<file path="src/rtl/seq_alu.sv">
// Multi-cycle ALU: single-cycle logic ops and adds, radix-2 iterative unsigned
// multiply and divide, with a start/busy/done handshake for stalling EX.
module seq_alu #(
    parameter int WIDTH = 16
) (
    input  logic                 clk,
    input  logic                 rst_n,
    input  logic                 start,
    input  logic [3:0]           Function,
    input  logic [WIDTH-1:0]     A,
    input  logic [WIDTH-1:0]     B,
    output logic                 busy,
    output logic                 done,
    output logic [2*WIDTH-1:0]   Out,
    output logic                 O,
    output logic                 N,
    output logic                 Z,
    output logic                 err
);

    localparam int W2 = 2 * WIDTH;
    localparam int CW = $clog2(WIDTH);

    localparam logic [3:0] OP_ADD = 4'b0000;
    localparam logic [3:0] OP_SUB = 4'b0001;
    localparam logic [3:0] OP_AND = 4'b1000;
    localparam logic [3:0] OP_OR  = 4'b1001;
    localparam logic [3:0] OP_MEM = 4'b1100;
    localparam logic [3:0] OP_MUL = 4'b0100;
    localparam logic [3:0] OP_DIV = 4'b0101;

    typedef enum logic {
        IDLE,
        RUN
    } state_t;

    state_t          state_q, state_d;
    logic [CW-1:0]   count_q, count_d;
    logic            is_div_q, is_div_d;
    logic [WIDTH-1:0] a_q, a_d;
    logic [WIDTH-1:0] b_q, b_d;
    logic [W2-1:0]   acc_q, acc_d;
    logic [W2-1:0]   out_q, out_d;
    logic            o_q, o_d;
    logic            n_q, n_d;
    logic            z_q, z_d;
    logic            err_q, err_d;
    logic            done_q, done_d;

    // Single-cycle result, computed straight from the live inputs on the accept edge
    logic [WIDTH-1:0] sum_w;
    logic [WIDTH-1:0] diff_w;
    logic             add_ovf;
    logic             sub_ovf;
    logic [W2-1:0]    quick_out;
    logic             quick_o;
    logic             quick_err;

    always_comb begin
        sum_w     = A + B;
        diff_w    = A - B;
        add_ovf   = (A[WIDTH-1] == B[WIDTH-1]) && (sum_w[WIDTH-1] != A[WIDTH-1]);
        sub_ovf   = (A[WIDTH-1] != B[WIDTH-1]) && (diff_w[WIDTH-1] != A[WIDTH-1]);
        quick_out = '0;
        quick_o   = 1'b0;
        quick_err = 1'b0;
        case (Function)
            OP_ADD: begin
                quick_out = {{WIDTH{sum_w[WIDTH-1]}}, sum_w};
                quick_o   = add_ovf;
            end
            OP_SUB: begin
                quick_out = {{WIDTH{diff_w[WIDTH-1]}}, diff_w};
                quick_o   = sub_ovf;
            end
            OP_AND: quick_out = {{WIDTH{1'b0}}, A & B};
            OP_OR:  quick_out = {{WIDTH{1'b0}}, A | B};
            OP_MEM: quick_out = {{WIDTH{1'b0}}, sum_w};
            OP_MUL, OP_DIV: quick_err = 1'b0;
            default: quick_err = 1'b1;
        endcase
    end

    // One iteration step. Multiply keeps {partial product, multiplier} and shifts
    // right; divide keeps {remainder, dividend/quotient} and shifts left.
    logic [WIDTH:0]   mul_add;
    logic [W2-1:0]    mul_next;
    logic [WIDTH:0]   rem_sh;
    logic             rem_ge;
    logic [WIDTH-1:0] rem_diff;
    logic [WIDTH-1:0] rem_new;
    logic [W2-1:0]    div_next;
    logic [W2-1:0]    step_next;

    always_comb begin
        mul_add   = {1'b0, acc_q[W2-1:WIDTH]} + (acc_q[0] ? {1'b0, a_q} : '0);
        mul_next  = {mul_add, acc_q[WIDTH-1:1]};
        rem_sh    = {acc_q[W2-1:WIDTH], acc_q[WIDTH-1]};
        rem_ge    = rem_sh >= {1'b0, b_q};
        rem_diff  = rem_sh[WIDTH-1:0] - b_q;
        rem_new   = rem_ge ? rem_diff : rem_sh[WIDTH-1:0];
        div_next  = {rem_new, acc_q[WIDTH-2:0], rem_ge};
        step_next = is_div_q ? div_next : mul_next;
    end

    always_comb begin
        state_d  = state_q;
        count_d  = count_q;
        is_div_d = is_div_q;
        a_d      = a_q;
        b_d      = b_q;
        acc_d    = acc_q;
        out_d    = out_q;
        o_d      = o_q;
        n_d      = n_q;
        z_d      = z_q;
        err_d    = err_q;
        done_d   = 1'b0;
        case (state_q)
            IDLE: begin
                if (start) begin
                    a_d = A;
                    b_d = B;
                    if (Function == OP_MUL) begin
                        state_d  = RUN;
                        count_d  = '0;
                        is_div_d = 1'b0;
                        acc_d    = {{WIDTH{1'b0}}, B};
                    end else if (Function == OP_DIV) begin
                        state_d  = RUN;
                        count_d  = '0;
                        is_div_d = 1'b1;
                        acc_d    = {{WIDTH{1'b0}}, A};
                    end else begin
                        out_d  = quick_out;
                        o_d    = quick_o;
                        n_d    = quick_out[W2-1];
                        z_d    = (quick_out == '0);
                        err_d  = quick_err;
                        done_d = 1'b1;
                    end
                end
            end
            RUN: begin
                acc_d   = step_next;
                count_d = count_q + CW'(1);
                if (count_q == CW'(WIDTH - 1)) begin
                    state_d = IDLE;
                    out_d   = step_next;
                    o_d     = is_div_q ? (b_q == '0) : (step_next[W2-1:WIDTH] != '0);
                    n_d     = step_next[W2-1];
                    z_d     = (step_next == '0);
                    err_d   = 1'b0;
                    done_d  = 1'b1;
                end
            end
            default: state_d = IDLE;
        endcase
    end

    always_ff @(posedge clk or negedge rst_n) begin
        if (!rst_n) begin
            state_q  <= IDLE;
            count_q  <= '0;
            is_div_q <= 1'b0;
            a_q      <= '0;
            b_q      <= '0;
            acc_q    <= '0;
            out_q    <= '0;
            o_q      <= 1'b0;
            n_q      <= 1'b0;
            z_q      <= 1'b0;
            err_q    <= 1'b0;
            done_q   <= 1'b0;
        end else begin
            state_q  <= state_d;
            count_q  <= count_d;
            is_div_q <= is_div_d;
            a_q      <= a_d;
            b_q      <= b_d;
            acc_q    <= acc_d;
            out_q    <= out_d;
            o_q      <= o_d;
            n_q      <= n_d;
            z_q      <= z_d;
            err_q    <= err_d;
            done_q   <= done_d;
        end
    end

    assign busy = (state_q == RUN);
    assign done = done_q;
    assign Out  = out_q;
    assign O    = o_q;
    assign N    = n_q;
    assign Z    = z_q;
    assign err  = err_q;

endmodule

</file>
<file path="config.mk">
export PLATFORM = sky130hd
export DESIGN_NAME = seq_alu
export DESIGN_NICKNAME = d
export VERILOG_FILES = /design/src/rtl/seq_alu.sv
export SDC_FILE = /design/constraint.sdc
export NUM_CORES = 1
export LEC_CHECK = 0
export CAP_MARGIN = 5
export CORE_MARGIN = 1
export CORE_UTILIZATION = 54
export DETAILED_ROUTE_END_ITERATION = 8
export GPL_TIMING_DRIVEN = 0
export PLACE_DENSITY = 0.78
export RECOVER_POWER = 25
export SETUP_SLACK_MARGIN = 0.2
export SLEW_MARGIN = 25
export SYNTH_ARGS = -nofsm -noshare
export SYNTH_HDL_FRONTEND = slang
export SYNTH_SLANG_ARGS = --single-unit
</file>
<file path="constraint.sdc">
create_clock -name clk -period 3.4 [get_ports clk]
set_clock_uncertainty 0.2 [all_clocks]
set_input_delay 0.68 -clock clk [delete_from_list [all_inputs] [get_ports clk]]
set_output_delay 0.68 -clock clk [all_outputs]
set_load 0.01 [all_outputs]
</file>
==> run metrics <==
CTS tree=yes; total CTS buffers=9; share of layout cells above drive strength 1=0.2435; minimum clock period=4.105 ns; Slew HR=-0.1136; Final Setup Violations=4; max-slew violations=65; startpoint types=flip-flop; HP Class=reg -> reg; area share of the largest cell type after synthesis=0.2992; synthesized area=8866 µm²; final hold viol count=0; CTS sink cnt=106; syn nets=1226; failing checks=max-capacitance violations, max-slew violations, negative setup slack; ys flop type=dfrtp_1; Layout Utilization=0.7395; Worst-Margin Slew=1.670 ns; setup ws final=-0.7052 ns; synth-to-layout area growth=32.98%; sw power=5204 µW; residual DRC count=0; I/O Pins=77; Die Span Y=130.1 µm; Initial Utilization=0.5561; WHS=0.2793 ns; port buffer count=76; asr flop ratio synth=1.000; Post-CTS Hold Fix Bufs=0; Worst setup EP type=flip-flop; number of global-route vias before repair=9084; slowest stage cell, crit path=or4_4; drt pass-1 iters=6; latest clock arrival within the worst-skew pair=0.36 ns; clk slew on worst S/H paths=0.08 ns; WP buf/inv=0; die width=130.1 µm; WS Path Type=reg -> reg; clock root buffer=clkbuf_16; RSZ-0062 raised after global routing=yes; post-synthesis cell type count=82; Fin Setup TNS=-1.379 ns; most frequent CP cell=or4_4; post-synthesis sequential area ratio=0.2992; die area=16940 µm²; timing-limited maximum frequency=0.2436 GHz; Mapped Cells=1100; nets@finish=1361; ANT nets after route=0; Mean Syn Cell Area=8.060 µm²; crit-path max cell delay=0.54 ns; largest net degree at the start of global routing=66; CP Data Arrival Time=4.19 ns; DR WL/cell=22.22 µm; Post-DP HPWL=23360 µm; Leak=0.005144 µW; Clock Power Share=0.099; Max IR drop VDD=0.4638 mV; Final Wtd Congestion=1.020; via count=9618; Max Cap Viol=1; Worst path top cell family by delay=simple AND/OR/NAND/NOR gates; CP max FO=5; Area contributors post-synth=dfrtp_1, ha_1, nand2_1, a21oi_1, nor2_1; DRT iter0 DRCs=1014; core area=15940 µm²; Post-synth EDFFs=0; Via density=6.606; Combinational Power Share=0.682; global-route wire length before repair=48750 µm; H-tree depth=3; Worst Path Required=3.49 ns; row cnt=46; outcome=finished with violations; Ant. Diodes=0; final WL=32360 µm; yosys warns=0; crit-path cells=ha_2 -> and2_1 -> nand3_1 -> a21o_2 -> a21boi_4 -> nor3_2 -> a221o_1 -> or3_1 -> or4_4 -> or4_4 -> o211ai_2; Congestion Overflow GR=0; Overall Global Routing Usage=0.3818; antenna violations before repair=0; post-synthesis register bit count=106; CTS max path bufs=2; final critical-path share of the clock period=1.207; Sequential Power Share=0.218; Yosys top cell by area=dfrtp_1; pwr dens=931.0 nW/µm²; Int Power=5772 µW; pre-CTS setup slack=-1.205 ns; switching share of total power=0.4741
## cells in the final DEF, fill, tap and decap left out, drive strengths merged, types with 7 or more instances in the layout
cell type	count
o211ai	7
and2	25
or3	11
a211oi	16
nor2b	11
clkbuf	53
o21ai	72
buf	71
a221o	9
o21a	10
xor2	11
a21o	30
a21oi	91
nand2b	8
clkdlybuf4s50	47
mux2i	18
a31oi	13
nand3	15
nor2	107
ha	83
inv	75
nor4	10
xnor2	15
dfrtp	106
nor3	16
nand4	13
o31ai	11
nand2	147
o221ai	16
## worst register-to-register path, stage by stage, from the launching register on
cell,delay [ns]
dfrtp_1,0.51
ha_2,0.46
and2_1,0.15
nand3_1,0.12
a21o_2,0.26
a21boi_4,0.19
nor3_2,0.11
a221o_1,0.44
or3_1,0.37
or4_4,0.53
or4_4,0.54
o211ai_2,0.16
## metal layers
layer	track usage	wire [µm]	up-vias
met5	0	0	-
met4	0.2435	2585	0
met3	0.07421	2614	173
met2	0.6183	14800	587
met1	0.4671	12360	4600
li1	-	-	4258
## final timing paths
check / cells after the start / slack, ns / startpoint / end
max in group asynchronous: 1 / 1.46 / rst_n / acc_q[3]
worst max-delay path: 11 / -0.71 / acc_q[21] / Z
worst min register to register: 2 / 0.28 / a_q[13] / a_q[13]
worst min-delay path: 2 / 0.28 / a_q[13] / a_q[13]
worst max register to register: 11 / -0.71 / acc_q[21] / Z
min in group asynchronous: 1 / 0.55 / rst_n / a_q[3]
## registers in the layout, indices dropped and copies added, names as in the netlist
| name | flops |
|---|---|
| Z | 1 |
| acc_q | 32 |
| b_q | 16 |
| busy | 1 |
| O | 1 |
| err | 1 |
| Out | 32 |
| done | 1 |
| a_q | 16 |
| count_q | 4 |
| is_div_q | 1 |
## power groups by stage
stage               Sequential, µW  Clock, µW  Combinational (µW)
global route                  2460       1130                8020
detailed placement            2350          0                5910
global placement              2340          0                5800
finish                        2400       1090                7490
CTS                           2350       1090                6670
floorplan                     2290          0                4060
## repair_timing
action	4_1_cts	5_1_grt
pin swaps	51	47
endpoints found under the setup margin	50	50
setup buffers	32	14
resized for setup	212	131
cloned	1	0
## cells by family (layout without fill, tap and decap cells)
kind of cell             Yosys count  after routing  share of synthesized area
multiplexers                      22             22                    0.02540
flip-flops                       106            106                     0.2992
buffers and inverters            121            261                    0.05165
adder cells (fa/ha/maj)           87             87                     0.1262
XOR/XNOR                          26             26                    0.02568
AO/OA/AOI/OAI                    349            349                     0.2691
AND/OR/NAND/NOR                  389            389                     0.2028
## synthesized netlist by cell type, drive strengths merged (4+ instances only)
library cell	n
o21a	10
inv	72
nor3b	4
o22a	6
nor4	10
a311oi	4
and3	5
or3	11
a21boi	4
mux2i	18
a21oi	91
xnor2	15
nor3	16
ha	83
a211oi	16
o22ai	4
mux2	4
fa	4
nand2	147
o41ai	4
a21o	30
dfrtp	106
a2111oi	5
o211ai	7
nor2b	11
nand4	13
xor2	11
o21ai	72
and2	25
a211o	6
nor2	107
a31oi	13
a221o	9
o221ai	16
or4	6
o31ai	11
nand3	15
clkbuf	47
nand2b	8
## per-stage QoR
stage	total power, µW	std cells	instance area [µm²]
finish	10980	1456	11790
global route	11600	1456	11790
CTS	10100	1442	11300
detailed placement	8254	1393	10170
global placement	8141	1392	10140
floorplan	6351	1100	9107
## cell type report
cell class                 instances  area [µm²]
inverter                          72       297.8
clock buffer                       9       225.2
tap                              216       270.3
sequential                       106        2660
fill                            1186        4153
buffer                            49       274.0
timing repair buffer             124        1110
multi-input combinational        873        6867
clock inverter                     7       86.33
Power figures use the tool's default switching activity.
